File: config.mk
export PLATFORM = sky130hd
export DESIGN_NAME = fb_access_sched
export DESIGN_NICKNAME = d
export VERILOG_FILES = /design/src/rtl/fb_access_sched.sv
export SDC_FILE = /design/constraint.sdc
export NUM_CORES = 1
export LEC_CHECK = 0
export CAP_MARGIN = 20
export CORE_UTILIZATION = 59
export CTS_BUF_LIST = sky130_fd_sc_hd__clkbuf_16
export DETAILED_ROUTE_END_ITERATION = 10
export GPL_TIMING_DRIVEN = 0
export PLACE_DENSITY_LB_ADDON = 0.2
export SYNTH_ARGS = -nofsm -noshare
export SYNTH_HDL_FRONTEND = slang
export SYNTH_SLANG_ARGS = --single-unit
File: constraint.sdc
create_clock -name CLK_25 -period 8.9 [get_ports CLK_25]
set_input_delay 1.78 -clock CLK_25 [delete_from_list [all_inputs] [get_ports CLK_25]]
set_output_delay 1.78 -clock CLK_25 [all_outputs]
set_load 0.01 [all_outputs]
File: src/rtl/fb_access_sched.sv
// Frame-buffer slot scheduler: reserves every 8th cycle for display fetch and drains a
// host write FIFO in the remaining cycles. Optional macro FB_WR_BLANK_ONLY_EN restricts writes to vertical blank.
module fb_access_sched #(
    parameter int H_TOTAL    = 800,
    parameter int V_TOTAL    = 525,
    parameter int H_ACTIVE   = 640,
    parameter int V_ACTIVE   = 480,
    parameter int FIFO_DEPTH = 4,
    parameter int ADDR_W     = 16
) (
    input  logic                          CLK_25,
    input  logic                          Reset,
    input  logic [9:0]                    pixel_x,
    input  logic [9:0]                    pixel_y,
    input  logic                          inDisplayArea,
    input  logic                          wr_valid,
    output logic                          wr_ready,
    input  logic [ADDR_W-1:0]             wr_addr,
    input  logic [7:0]                    wr_data,
    output logic [ADDR_W-1:0]             ram_addr,
    output logic [7:0]                    ram_wdata,
    output logic                          ram_wren,
    input  logic [7:0]                    ram_q,
    output logic                          pixel_out,
    output logic [$clog2(FIFO_DEPTH):0]   fifo_level,
    output logic                          drop_err
);
    localparam int PW       = $clog2(FIFO_DEPTH);
    localparam int CW       = PW + 1;
    localparam int GROUPS   = H_ACTIVE / 8;
    localparam int FB_BYTES = GROUPS * V_ACTIVE;

    logic [PW-1:0]     r_wr_ptr;
    logic [PW-1:0]     r_rd_ptr;
    logic [CW-1:0]     r_count;
    logic [ADDR_W-1:0] r_fifo_addr [FIFO_DEPTH];
    logic [7:0]        r_fifo_data [FIFO_DEPTH];
    logic              r_fetch_d;
    logic [7:0]        r_byte;
    logic              r_pixel;
    logic              r_drop_err;

    logic              w_fetch_slot;
    logic [9:0]        w_tgt_line;
    logic [7:0]        w_tgt_group;
    logic              w_fetch;
    logic [ADDR_W-1:0] w_fetch_addr;
    logic              w_wr_window;
    logic              w_pop;
    logic              w_push;
    logic [ADDR_W-1:0] w_head_addr;
    logic [7:0]        w_head_data;
    logic              w_head_drop;
    logic              w_wr_issue;

    // Slot x%8==6 prefetches the byte for the next 8-pixel group; x=H_TOTAL-2 primes the next line.
    assign w_fetch_slot = (pixel_x[2:0] == 3'd6);

    always_comb begin
        w_tgt_line  = pixel_y;
        w_tgt_group = {1'b0, pixel_x[9:3]} + 8'd1;
        if (pixel_x == 10'(H_TOTAL - 2)) begin
            w_tgt_line  = (pixel_y == 10'(V_TOTAL - 1)) ? 10'd0 : pixel_y + 10'd1;
            w_tgt_group = 8'd0;
        end
    end

    assign w_fetch      = w_fetch_slot && (w_tgt_group < 8'(GROUPS)) && (w_tgt_line < 10'(V_ACTIVE));
    assign w_fetch_addr = ADDR_W'(w_tgt_line) * ADDR_W'(GROUPS) + ADDR_W'(w_tgt_group);

`ifdef FB_WR_BLANK_ONLY_EN
    assign w_wr_window = (pixel_y >= 10'(V_ACTIVE));
`else
    assign w_wr_window = 1'b1;
`endif

    assign w_head_addr = r_fifo_addr[r_rd_ptr];
    assign w_head_data = r_fifo_data[r_rd_ptr];
    assign w_head_drop = (w_head_addr >= ADDR_W'(FB_BYTES));
    assign w_pop       = !Reset && w_wr_window && !w_fetch && (r_count != '0);
    assign w_wr_issue  = w_pop && !w_head_drop;

    // Ready comes from the registered count only, so a pop never re-opens it in the same cycle.
    assign wr_ready = !Reset && (r_count < CW'(FIFO_DEPTH));
    assign w_push   = wr_valid && wr_ready;

    always_comb begin
        ram_addr  = '0;
        ram_wdata = 8'd0;
        ram_wren  = 1'b0;
        if (w_fetch) begin
            ram_addr = w_fetch_addr;
        end else if (w_wr_issue) begin
            ram_addr  = w_head_addr;
            ram_wdata = w_head_data;
            ram_wren  = 1'b1;
        end
    end

    always_ff @(posedge CLK_25) begin
        if (w_push) begin
            r_fifo_addr[r_wr_ptr] <= wr_addr;
            r_fifo_data[r_wr_ptr] <= wr_data;
        end
    end

    always_ff @(posedge CLK_25) begin
        if (Reset) begin
            r_wr_ptr   <= '0;
            r_rd_ptr   <= '0;
            r_count    <= '0;
            r_fetch_d  <= 1'b0;
            r_byte     <= 8'd0;
            r_pixel    <= 1'b0;
            r_drop_err <= 1'b0;
        end else begin
            if (w_push) r_wr_ptr <= r_wr_ptr + PW'(1);
            if (w_pop)  r_rd_ptr <= r_rd_ptr + PW'(1);
            r_count   <= r_count + CW'(w_push) - CW'(w_pop);
            r_fetch_d <= w_fetch;
            if (pixel_x[2:0] == 3'd7)
                r_byte <= r_fetch_d ? ram_q : 8'd0;
            r_pixel <= inDisplayArea & r_byte[3'd7 - pixel_x[2:0]];
            if (w_pop && w_head_drop)
                r_drop_err <= 1'b1;
        end
    end

    assign pixel_out  = r_pixel;
    assign fifo_level = r_count;
    assign drop_err   = r_drop_err;

endmodule

[Word level (Yosys, flattened, before mapping)]
Memories as Yosys holds them, arrays and structs flattened. A register that Yosys moved wholly into a read port is not among the register bits.
Cells that the tools add are included.
Word-level totals
  flip-flop bits (word level): 18
  memory bits (writable): 96
  input bits: 56
  output and inout bits: 31
  word-level logic and storage cells: 58
  memories: 2
Memories
  r_fifo_addr: words 4, bits a word 16, rd ports 1, clocked after Yosys merged registers in 1, write ports 1, line 36  | logic [ADDR_W-1:0] r_fifo_addr [FIFO_DEPTH];
  r_fifo_data: words 4, bits a word 8, rd ports 1, clocked after Yosys merged registers in 1, write ports 1, line 37  | logic [7:0] r_fifo_data [FIFO_DEPTH];
Cells by class
  $add $sub $neg: 8
  multipliers: 1
  $lt $le $gt $ge: 5
  eq/ne operators: 4
  multiplexer cells: 18
  bitwise logic cells: 1
  reduce and logical (&&, ||, !) cells: 12
Operators with widths (number)
  $mux 16: 2
  $mux 8: 4
  $eq 10x10->1 const B: 2
  $mux 10: 2
  $add 16x8->16: 1
  $ge 16x16->1 const B: 1
  $mul 10x3->12 const B: 1
  $add 10x1->10 const B: 1
  $lt 10x9->1 const B: 1
  $add 7x1->8 const B: 1
  $logic_and 1x1->1: 8
  $lt 8x7->1 const B: 1
  $mux 2: 4
  $eq 3x3->1 const B: 2
  $mux 1: 5
  $add 2x1->2 const B: 2
  $lt 3x4->1 const B: 1
  $add 3x1->3: 1
  $bmux 1 s3: 1
  $logic_not 1->1: 3
  $lt 3x3->1 const B: 1
  $reduce_bool 3->1: 1
  $sub 3x1->3: 1
  $sub 3x3->3 const A: 1
  $and 1x1->1: 1

[Longest topological paths before layout]
  depth after elaboration: 11
  gate-level depth with buffers: 18
  depth with buffers taken out: 17

[Worst setup path after synthesis]
No wires, ideal clock.
  kind: input to output
  start point: input port pixel_x[5]
  end point: output port ram_addr[15]
  data arrival time: 5.364 ns
  required time: 7.120 ns
  setup slack: 1.756 ns
  stages: 16
  buffers on the path: 1
  cell sequence: or4b_4 > nor3_2 > and3_1 > buf_2 > nor2_1 > ha_1 > ha_1 > inv_1 > fa_1 > nand3b_1 > o221ai_1 > nor2b_1 > nand4_1 > nor3b_1 > xnor2_1 > o22ai_2
On the way
  longest elaborated chain between the ends: 11
  elaborated cells on any way between the ends: 16
  classes of those cells: add/sub: 2; mul: 1; order compare: 2; eq/ne: 1; mux: 4; reduce/logical: 6
Ends and longest elaborated chain
  start: declaration: line 13  | input logic [9:0] pixel_x,
  branches (longest 10 deep; another with $add 16x8->16)
  $mux 16 (*): line 91  | if (w_fetch) begin
  end: declaration: line 20  | output logic [ADDR_W-1:0] ram_addr,
Mark *: on every way between the ends.

[Final worst setup path]
Same ends and word-level chain as after synthesis.

==> summary.txt <==
Final layout
  • Final cell count without fillers: 686
  • Diode count: 0
  • Layout cells sized above 1: 15.19%
  • Design area: around 0.0077 mm2
  • Area growth from synthesis to layout: 29.80%
  • NumNets Final: between 600 and 700

Global routing
  • Antenna violations before repair: 0
  • Number of global-route vias before repair: slightly above 4000
  • Global route total overflow: 0
  • GRT Resource Usage Total: between 20% and 30%
  • First-pass GRT wire length: roughly 21000 um
  • Largest net degree at the start of global routing: 18

Drt
  • Average wire per standard cell: ~20 um
  • DRC Markers: 0
  • Router iterations before antenna repair: 5
  • Routed wire length: about 14000 um
  • Vias: 3934
  • Vias per cell: approximately 5.7
  • Iteration-0 DRC Markers: about 260
  • DRT antenna net count: 0

Setup path
  • CP required: 7.12 ns
  • Worst reg-to-reg setup slack: ~6.6 ns
  • Crit path from: pixel_x[5]
  • Crit path DAT: between 6 and 7 ns
  • CP bufs+invs: 4
  • Worst stage delay on the critical path: 0.61 ns
  • Levels on crit path: 18
  • CP cell instances: clkdlybuf4s50_1 > or4b_4 > nor3_4 > and3_1 > buf_2 > nor2_1 > ha_1 > ha_1 > inv_1 > fa_1 > nand3b_1 > o221ai_1 > nor2b_1 > nand4_1 > nor3b_1 > xnor2_1 > o22ai_2 > clkdlybuf4s50_1
  • Worst Setup End Kind: primary output
  • Crit Path Max Fanout: 8
  • Worst Setup EP: ram_addr[15]
  • Reg2Reg Depth: 7
  • Slowest-stage cell, CP: or4b_4
  • Critical Path Source Type: input port
  • Crit path max-delay family: simple AND/OR/NAND/NOR gates
  • Crit path kind: in -> out
  • R2R Path End: drop_err

Floorplan
  • Die area: 0.01046 mm2
  • Die width: just over 100 um
  • Core outline area: ~0.01 mm2
  • Die height: 102.3 um
  • Num rows: 36
  • Num ports: 87
  • Initial Util: 60.66%

Synthesis
  • Synth Register Bits: ~120
  • Post-synthesis cell area: 0.005929 mm2
  • Top post-synthesis cells by area: edfxtp_1 (49%), mux4_2 (9.9%), dfxtp_1 (6.8%)
  • Synth cell types: 51
  • Cells after Synth: approximately 430
  • Net Count, Synth: slightly above 500
  • Post-synth top area cell: edfxtp_1
  • Synth top area share: between 40% and 50%
  • Seq/Total Area, Yosys: between 50% and 60%
  • Synth warn: 0
  • Mapped Avg Cell Area: 13.76 um2

Timing
  • Fmax: approximately 120 MHz
  • Final setup viols: 0
  • Max transition margin: between 40% and 50%
  • Final Skew: 0.01384 ns
  • Fin. max-slew vios: 0
  • RSZ-0062 raised after global routing: false
  • Final Hold Fails: 0
  • Crit share post-route: approximately 96%
  • Setup TNS: 0 ns
  • Worst Tran Pin Value: 0.8437 ns
  • Period minus WS final: ~8.5 ns

CTS
  • Clock root cell: clkbuf_16
  • Clk pin slew, worst setup/hold paths: 0.06 ns
  • Clock insertion delay at the later pin of the skew report: 0.41 ns
  • H-tree depth: 4
  • TritonCTS clock tree: yes
  • Clock buffer count from CTS: 17
  • CTS Sinks: 116
  • Clock buffer depth: 2
  • Post-CTS Hold Buffers: 0

Placement
  • IO buf count: between 80 and 90
  • Post-placement cell count: ~650
  • HPWL Detailed: 9196 um
  • GP Congestion: 0.8665
  • Placed cell area: about 0.007 mm2

Job
  • Max Cap Violations: 0

Power and ir drop
  • VDD IR max: 173.8 uV
  • Power density over cell area: roughly 250 mW/mm2
  • Power consumption: 0.001955 W
  • P_leak: 2.804 nW

Status
  • Status: finished clean

Worst hold path
  • Hold Path Class: reg -> reg
worst min-delay path by stage:
stage	startpoint	depth (start not counted)	end	slack (ns)
finish	r_byte[6]	2	r_byte[6]	0.45
CTS	r_byte[6]	2	r_byte[6]	0.46
detailed placement	r_byte[4]	2	r_byte[4]	0.44
global placement	r_byte[2]	2	r_byte[2]	0.44
floorplan	r_rd_ptr[1]	1	register	0.43
global route	r_byte[6]	2	r_byte[6]	0.47
flip-flops by register name, summed over array words and instances (netlist names), named ones only:
| register | count |
|---|---|
| r_rd_ptr | 2 |
| pixel_out | 1 |
| r_wr_ptr | 2 |
| r_fetch_d | 1 |
| fifo_level | 3 |
| r_fifo_data | 32 |
| r_fifo_addr | 64 |
| r_byte | 8 |
| drop_err | 1 |
cell families (layout without fill, tap and decap cells):
kind of cell | Yosys count | count (layout) | synth area share [%]
DFF | 116 | 116 | 55.37
xor gates and xnor gates | 33 | 33 | 4.874
AOI/OAI and AO/OA | 53 | 53 | 7.238
muxes | 30 | 30 | 10.55
adders and majority gates | 32 | 32 | 7.132
buffers and inverters | 54 | 176 | 4.241
and+or+nand+nor | 113 | 113 | 10.59
cells in the final DEF, fill, tap and decap left out, types with 17 or more instances in the layout:
cell type,instances
clkbuf_16,17
nand3_1,20
edfxtp_1,96
inv_1,44
clkdlybuf4s50_1,86
mux4_2,26
nand2_1,20
xnor2_1,20
nor2_1,19
dfxtp_1,20
ha_1,29
cell type report:
type                       instances  area (um2)
fill                             583        2078
sequential                       116        3283
tap                              133       166.4
buffer                            15       105.1
clock inverter                    15       222.7
timing repair buffer              90       945.9
multi-input combinational        261        2401
clock buffer                      17       425.4
inverter                          39       146.4
repair_timing:
action | in CTS | in global routing
endpoints found under the hold margin | 0 | 0
gates resized for setup | 0 | 2
setup endpoints to repair | 0 | 2
buffers inserted | 0 | 0
cell usage after synthesis (all sizes together):
| cell type | number |
|---|---|
| nand2b | 5 |
| a41o | 1 |
| dfxtp | 20 |
| ha | 29 |
| and3 | 7 |
| a21oi | 15 |
| a31oi | 1 |
| nor3b | 4 |
| and2 | 2 |
| o21bai | 1 |
| fa | 3 |
| buf | 9 |
| nand2 | 20 |
| o211ai | 4 |
| o2111ai | 2 |
| xnor2 | 20 |
| nand4 | 6 |
| mux2i | 4 |
| inv | 39 |
| clkbuf | 6 |
| or4b | 1 |
| mux4 | 26 |
| or3 | 1 |
| o21a | 1 |
| nand3 | 20 |
| nand3b | 2 |
| and2b | 1 |
| nor2 | 20 |
| o21ai | 5 |
| edfxtp | 96 |
| o32ai | 1 |
| and4 | 1 |
| nor4 | 1 |
| o22ai | 16 |
| a21boi | 2 |
| nor2b | 12 |
| o221ai | 1 |
| o31ai | 2 |
| a21o | 1 |
| xor2 | 13 |
| nor3 | 8 |
| or2 | 2 |
report_power, final:
group	switching (W)	internal, W
Clock	0.000232	0.000517
Combinational	0.000278	0.000279
Sequential	0.0000218	0.000627
Total	0.000532	0.00142
through the flow:
step	util, %	hold WS [ns]	worst slack, ns
2_1_floorplan	-	0.4280	1.756
3_3_place_gp	71.17	0.4383	0.2975
3_5_place_dp	72.04	0.4430	0.3158
4_1_cts	78.67	0.4572	0.2708
5_1_grt	78.74	0.4709	0.03337
6_report	78.74	0.4550	0.3704
worst register-to-register path, stage by stage (launching register included):
cell      delay [ns]
dfxtp_1         0.30
clkbuf_1        0.39
buf_2           0.45
mux4_2          0.56
inv_1           0.11
o211ai_1        0.09
nand2_1         0.18
o22ai_1         0.11
routing by layer:
| layer | global-route usage [%] | wire length [um] |
|---|---|---|
| met5 | 0 | 0 |
| met3 | 7.729 | 705 |
| met2 | 48.99 | 7259 |
| met4 | 12.20 | 342 |
| met1 | 33.41 | 5527 |
No activity file was read; power rests on OpenSTA's default activity.
